--- src/rtl/tof_i2c_arbiter.sv ---
// Round-robin arbiter that lets eight ToF sensor FSMs share one I2C master.
// One transaction per grant; each grant is followed by a release cycle before re-arbitration.
module tof_i2c_arbiter #(
    parameter int N_REQ       = 8,
    parameter int TIMEOUT_CYC = 65535
) (
    input  logic                 clk,
    input  logic                 rst_n,
    input  logic [N_REQ-1:0]     req,
    input  logic [N_REQ-1:0]     req_rnw,
    input  logic [7*N_REQ-1:0]   req_dev_addr,
    input  logic [16*N_REQ-1:0]  req_reg_addr,
    input  logic [8*N_REQ-1:0]   req_wdata,
    output logic [N_REQ-1:0]     gnt,
    output logic [N_REQ-1:0]     done,
    output logic [N_REQ-1:0]     err,
    output logic [7:0]           rdata,
    output logic [2:0]           cur_owner,
    output logic                 m_start,
    output logic                 m_rnw,
    output logic [6:0]           m_dev_addr,
    output logic [15:0]          m_reg_addr,
    output logic [7:0]           m_wdata,
    input  logic                 m_busy,
    input  logic                 m_done,
    input  logic                 m_ack_err,
    input  logic [7:0]           m_rdata
);

    localparam int CNT_W = $clog2(TIMEOUT_CYC + 1);
    localparam logic [CNT_W-1:0] CNT_LAST = CNT_W'(TIMEOUT_CYC - 1);

    typedef enum logic [1:0] {S_IDLE, S_START, S_WAIT, S_RELEASE} state_t;

    state_t             state_q, state_d;
    logic [2:0]         ptr_q, ptr_d;
    logic [2:0]         owner_q, owner_d;
    logic [N_REQ-1:0]   gnt_q, gnt_d;
    logic [N_REQ-1:0]   done_q, done_d;
    logic [N_REQ-1:0]   err_q, err_d;
    logic [7:0]         rdata_q, rdata_d;
    logic               m_start_q, m_start_d;
    logic               m_rnw_q, m_rnw_d;
    logic [6:0]         m_dev_addr_q, m_dev_addr_d;
    logic [15:0]        m_reg_addr_q, m_reg_addr_d;
    logic [7:0]         m_wdata_q, m_wdata_d;
    logic [CNT_W-1:0]   cnt_q, cnt_d;

    logic               win_found;
    logic [2:0]         win_idx;
    logic [2:0]         cand;
    logic [N_REQ-1:0]   win_oh;
    logic               timeout_hit;

    // Search upward from ptr, wrapping, so the last owner ends up at lowest priority.
    always_comb begin
        win_found = 1'b0;
        win_idx   = '0;
        cand      = '0;
        for (int k = 0; k < N_REQ; k++) begin
            cand = 3'((int'(ptr_q) + k) % N_REQ);
            if (!win_found && req[cand]) begin
                win_found = 1'b1;
                win_idx   = cand;
            end
        end
        win_oh = {{(N_REQ-1){1'b0}}, 1'b1} << win_idx;
    end

    assign timeout_hit = (cnt_q == CNT_LAST);

    always_ff @(posedge clk or negedge rst_n) begin
        if (!rst_n) begin
            state_q <= S_IDLE;
        end else begin
            state_q <= state_d;
        end
    end

    always_comb begin
        state_d = state_q;
        case (state_q)
            S_IDLE:    if (win_found) state_d = S_START;
            S_START:   if (!m_busy) state_d = S_WAIT;
            S_WAIT:    if (m_done || timeout_hit) state_d = S_RELEASE;
            S_RELEASE: state_d = S_IDLE;
            default:   state_d = S_IDLE;
        endcase
    end

    // Owner mask is gnt_q, so done/err can only ever hit the granted bit.
    always_comb begin
        gnt_d        = gnt_q;
        done_d       = '0;
        err_d        = '0;
        rdata_d      = rdata_q;
        owner_d      = owner_q;
        ptr_d        = ptr_q;
        m_start_d    = 1'b0;
        m_rnw_d      = m_rnw_q;
        m_dev_addr_d = m_dev_addr_q;
        m_reg_addr_d = m_reg_addr_q;
        m_wdata_d    = m_wdata_q;
        cnt_d        = cnt_q;
        case (state_q)
            S_IDLE: begin
                if (win_found) begin
                    gnt_d        = win_oh;
                    owner_d      = win_idx;
                    m_rnw_d      = req_rnw[win_idx];
                    m_dev_addr_d = req_dev_addr[7*win_idx +: 7];
                    m_reg_addr_d = req_reg_addr[16*win_idx +: 16];
                    m_wdata_d    = req_wdata[8*win_idx +: 8];
                    cnt_d        = '0;
                end
            end
            S_START: begin
                if (!m_busy) begin
                    m_start_d = 1'b1;
                    cnt_d     = '0;
                end
            end
            S_WAIT: begin
                // A completion landing on the last counted cycle wins over the timeout.
                if (m_done) begin
                    done_d = gnt_q;
                    err_d  = m_ack_err ? gnt_q : '0;
                    if (m_rnw_q) rdata_d = m_rdata;
                end else if (timeout_hit) begin
                    done_d = gnt_q;
                    err_d  = gnt_q;
                end else begin
                    cnt_d = cnt_q + 1'b1;
                end
            end
            S_RELEASE: begin
                gnt_d = '0;
                ptr_d = 3'((int'(owner_q) + 1) % N_REQ);
            end
            default: ;
        endcase
    end

    always_ff @(posedge clk or negedge rst_n) begin
        if (!rst_n) begin
            gnt_q        <= '0;
            done_q       <= '0;
            err_q        <= '0;
            rdata_q      <= '0;
            owner_q      <= '0;
            ptr_q        <= '0;
            m_start_q    <= 1'b0;
            m_rnw_q      <= 1'b0;
            m_dev_addr_q <= '0;
            m_reg_addr_q <= '0;
            m_wdata_q    <= '0;
            cnt_q        <= '0;
        end else begin
            gnt_q        <= gnt_d;
            done_q       <= done_d;
            err_q        <= err_d;
            rdata_q      <= rdata_d;
            owner_q      <= owner_d;
            ptr_q        <= ptr_d;
            m_start_q    <= m_start_d;
            m_rnw_q      <= m_rnw_d;
            m_dev_addr_q <= m_dev_addr_d;
            m_reg_addr_q <= m_reg_addr_d;
            m_wdata_q    <= m_wdata_d;
            cnt_q        <= cnt_d;
        end
    end

    assign gnt        = gnt_q;
    assign done       = done_q;
    assign err        = err_q;
    assign rdata      = rdata_q;
    assign cur_owner  = owner_q;
    assign m_start    = m_start_q;
    assign m_rnw      = m_rnw_q;
    assign m_dev_addr = m_dev_addr_q;
    assign m_reg_addr = m_reg_addr_q;
    assign m_wdata    = m_wdata_q;

endmodule

--- config.mk ---
export PLATFORM = sky130hd
export DESIGN_NAME = tof_i2c_arbiter
export DESIGN_NICKNAME = d
export VERILOG_FILES = /design/src/rtl/tof_i2c_arbiter.sv
export SDC_FILE = /design/constraint.sdc
export NUM_CORES = 1
export LEC_CHECK = 0
export BUFFER_PORTS_ARGS = -buffer_cell sky130_fd_sc_hd__clkbuf_2
export CORE_AREA = 2 2 134 136
export CTS_CLUSTER_DIAMETER = 80
export DETAILED_ROUTE_END_ITERATION = 8
export DIE_AREA = 0 0 136 138
export PLACE_DENSITY = 0.76
export SYNTH_ARGS = -nofsm -noshare
export SYNTH_HDL_FRONTEND = slang
export SYNTH_SLANG_ARGS = --single-unit
--- constraint.sdc ---
create_clock -name clk -period 5.5 [get_ports clk]
set_clock_uncertainty 0.15 [all_clocks]
set_input_delay 0.275 -clock clk [delete_from_list [all_inputs] [get_ports clk]]
set_output_delay 0.275 -clock clk [all_outputs]
set_load 0.005 [all_outputs]
==> out/qor.yml <==
yosys:
  yosysTopAreaCellShare_pct: 29.0
  synth_edf_count: 0
  synth.area.top_cells: "dfrtp_1, mux2i_1, mux4_2"
  syn_inst: 812
  synth_cell_types: 66
  synth_fp_nets: 1099
  avgSynthCellArea_um2: 9.46
  synth_seq_cells: 89
  ys_seq_area_share_pct: 29.0
  syn_area_mm2: 0.00768
  yosys.area.top_type: "dfrtp_1"
  async_flop_share_pct: 100
  synth_ff_type: "dfrtp_1"
  yosys_warnings: 0
placed_design:
  portBuffers: 344
  routabilityCongestion: 0.909
  hpwl_mm: 21.0
  dp_slack_ns: 0.810
worst_setup_path:
  rrSetupSlack_ns: 0.81
  worstPathRequired_ns: 5.64
  start_kind: "register"
  r2r_start: "ptr_q[0]$_DFFE_PN0P_"
  cp_data_arrival_time_ns: 4.84
  r2r_end: "m_reg_addr[3]$_DFFE_PN0P_"
  end_kind: "register"
  crit_fanout: 16
  rr_worst_depth: 13
  critical_path_class: "register to register"
floorplan:
  num_io_pins: 345
  row_count: 49
  die_h_um: 138
  initial_core_util_pct: 43.8
  core_area_mm2: 0.0175
  die_w_um: 136
  die-area_mm2: 0.0188
grt:
  first_global_vias: 7737
  gr-total-overflow: 0
  grt_pass1_wl_mm: 41.4
  grt_max_degree: 64
  grt_usage_pct: 28.2
  grt_antenna_before_repair: 1
clock_network:
  cts_max_path_buffers: 2
  cts-root-buf: "clkbuf_16"
  numCtsBuffers: 9
  path_clk_slew_ns: 0.07
  clock-sinks: 89
  cts_setup_buffers: 0
  htreeDepth: 3
  clk_latency_ns: 0.35
  cts_tree: "built"
timing:
  setup-tns-final_ns: 0
  timing.fmax_mhz: 213
  fin_hold_ws_ns: 0.0125
  maxSlewHeadroom_pct: 34.5
  final-hold-violation-count: 0
  drv_slew: 0
  setup_ws_ns: 0.805
  post-route-min-period_ns: 4.69
  setup_viol: 0
  rsz0062_at_grt: "no"
  max_slew.worst_pin.slew_ns: 0.981
  period_share_pct: 85.4
worst_hold_path:
  holdPathStages: 2
  hold_path.class: "input port to register"
  holdPathEnd: "rdata[2]$_DFFE_PN0P_"
  hold_start: "m_rdata[2]"
final_layout:
  final_cell_mix: "clkbuf_2, mux2i_1, dfrtp_1, nand2_1, o211ai_1"
  final_common_cell: "clkbuf_2"
  syn2layout_area_growth_pct: 29.9
  n_fill_cell: 1604
  layout-drive-gt1-share_pct: 40.9
  utilization_pct: 56.9
  n_antenna_cell: 0
  nNetsFinal: 1409
pwr:
  cellLeakagePower_uw: 0.00496
  max-vdd-ir-drop_v: 0.000643
  p_total_uw: 8370
  power_density_mw_per_mm2: 838
routing:
  vias: 8088
  dr.pass1.iters: 6
  drc_errors: 0
  vias_per_cell: 5.97
  final_antenna_net_count: 0
  drt_iter0_drc: 650
  routed_wl_mm: 27.1
  wl_per_cell_um: 20.0
flow_run:
  cap_viol_max_count: 0
run_status:
  outcome: "completed"
per-layer routing:
layer	global-route usage [%]	vias to the layer above	wire (µm)
met1	37.1	3860	10800
met3	5.06	48	2440
met5	0	-	0
li1	-	3750	-
met4	9.87	0	728
met2	46.6	430	13100
sequential cells by signal, indices dropped and copies added, names as in the netlist:
| signal | count |
|---|---|
| cnt_q | 16 |
| cur_owner | 3 |
| done | 8 |
| err | 8 |
| gnt | 8 |
| m_dev_addr | 7 |
| m_reg_addr | 16 |
| m_rnw | 1 |
| m_start | 1 |
| m_wdata | 8 |
| ptr_q | 3 |
| rdata | 8 |
| state_q | 2 |
stage by stage:
| step | std cells | cell area [µm²] |
|---|---|---|
| floorplan | 812 | 7680 |
| global route | 1355 | 9980 |
| CTS | 1355 | 9980 |
| detailed placement | 1337 | 9670 |
| finish | 1355 | 9980 |
| global placement | 1337 | 9670 |
cells in the mapped netlist, types with 6 or more instances:
| library cell | instances |
|---|---|
| mux2i_1 | 138 |
| dfrtp_1 | 89 |
| nand2_1 | 69 |
| clkbuf_1 | 55 |
| o211ai_1 | 39 |
| nor2_1 | 35 |
| a22oi_1 | 23 |
| mux2_2 | 22 |
| and2_1 | 21 |
| o21ai_0 | 21 |
| a21o_1 | 20 |
| nand4b_1 | 19 |
| o2111ai_1 | 19 |
| a21oi_1 | 18 |
| mux4_2 | 18 |
| buf_2 | 15 |
| o22ai_1 | 14 |
| o31ai_1 | 13 |
| o221a_2 | 12 |
| nand3_1 | 11 |
| a21boi_0 | 10 |
| a21boi_1 | 10 |
| ha_1 | 10 |
| inv_1 | 10 |
| mux2_1 | 8 |
| nor2b_1 | 8 |
| nor3_1 | 6 |
| o21ai_1 | 6 |
final cells by class:
| class | instances | area (µm²) | share of cell area (%) |
|---|---|---|---|
| Clock inverter | 6 | 51.3 | 0.514 |
| Multi-Input combinational cell | 633 | 5130 | 51.4 |
| Tap cell | 229 | 287 | 2.87 |
| Timing Repair Buffer | 376 | 2010 | 20.1 |
| Sequential cell | 89 | 2230 | 22.3 |
| Inverter | 13 | 48.8 | 0.489 |
| Clock buffer | 9 | 225 | 2.26 |
critical path: stages (launching register included):
cell and delay [ns]:
dfrtp_1 0.36, inv_2 0.11, ha_1 0.73, buf_4 0.31
mux2_1 0.34, mux4_2 0.52, nand2_1 0.12, a31o_2 0.42
inv_2 0.12, a2111oi_4 0.69, buf_4 0.33, a22oi_1 0.12
o211ai_1 0.19, a21o_1 0.11
cell families (layout without fill, tap and decap cells):
| logic type | after synthesis | in the layout | synth area share, % |
|---|---|---|---|
| and+or+nand+nor | 196 | 196 | 13.1 |
| adders and majority gates | 10 | 10 | 1.63 |
| buffers and inverters | 90 | 404 | 4.98 |
| xor gates and xnor gates | 4 | 4 | 0.456 |
| DFF | 89 | 89 | 29.0 |
| AOI/OAI and AO/OA | 236 | 236 | 23.0 |
| muxes | 187 | 187 | 27.8 |
power by group:
group / switching (µW) / total, µW / leakage, µW / internal, µW
Sequential: 169 / 1050 / 0.00114 / 881
Combinational: 3770 / 6720 / 0.00368 / 2950
Clock: 286 / 597 / 0.000138 / 311
worst max path at each step:
| stage | cells after the start | start | endpoint | slack [ns] |
|---|---|---|---|---|
| 6_report | 13 | ptr_q[0]$_DFFE_PN0P_ | m_reg_addr[3]$_DFFE_PN0P_ | 0.81 |
| 5_1_grt | 13 | ptr_q[0]$_DFFE_PN0P_ | m_reg_addr[13]$_DFFE_PN0P_ | 0.49 |
| 4_1_cts | 13 | ptr_q[0]$_DFFE_PN0P_ | m_reg_addr[8]$_DFFE_PN0P_ | 0.80 |
| 3_5_place_dp | 13 | ptr_q[0]$_DFFE_PN0P_ | m_reg_addr[8]$_DFFE_PN0P_ | 0.81 |
| 3_3_place_gp | 13 | ptr_q[0]$_DFFE_PN0P_ | m_wdata[4]$_DFFE_PN0P_ | 0.88 |
| 2_1_floorplan | 18 | ptr_q[1]$_DFFE_PN0P_ | m_rnw$_DFFE_PN0P_ | 1.13 |
repair_timing:
item / CTS / global route
resized for setup: 0 / 0
hold endpoints to repair: 28 / 0
endpoints found under the setup margin: 0 / 0
hold buffers: 3 / 0
Power figures use the tool's default switching activity.
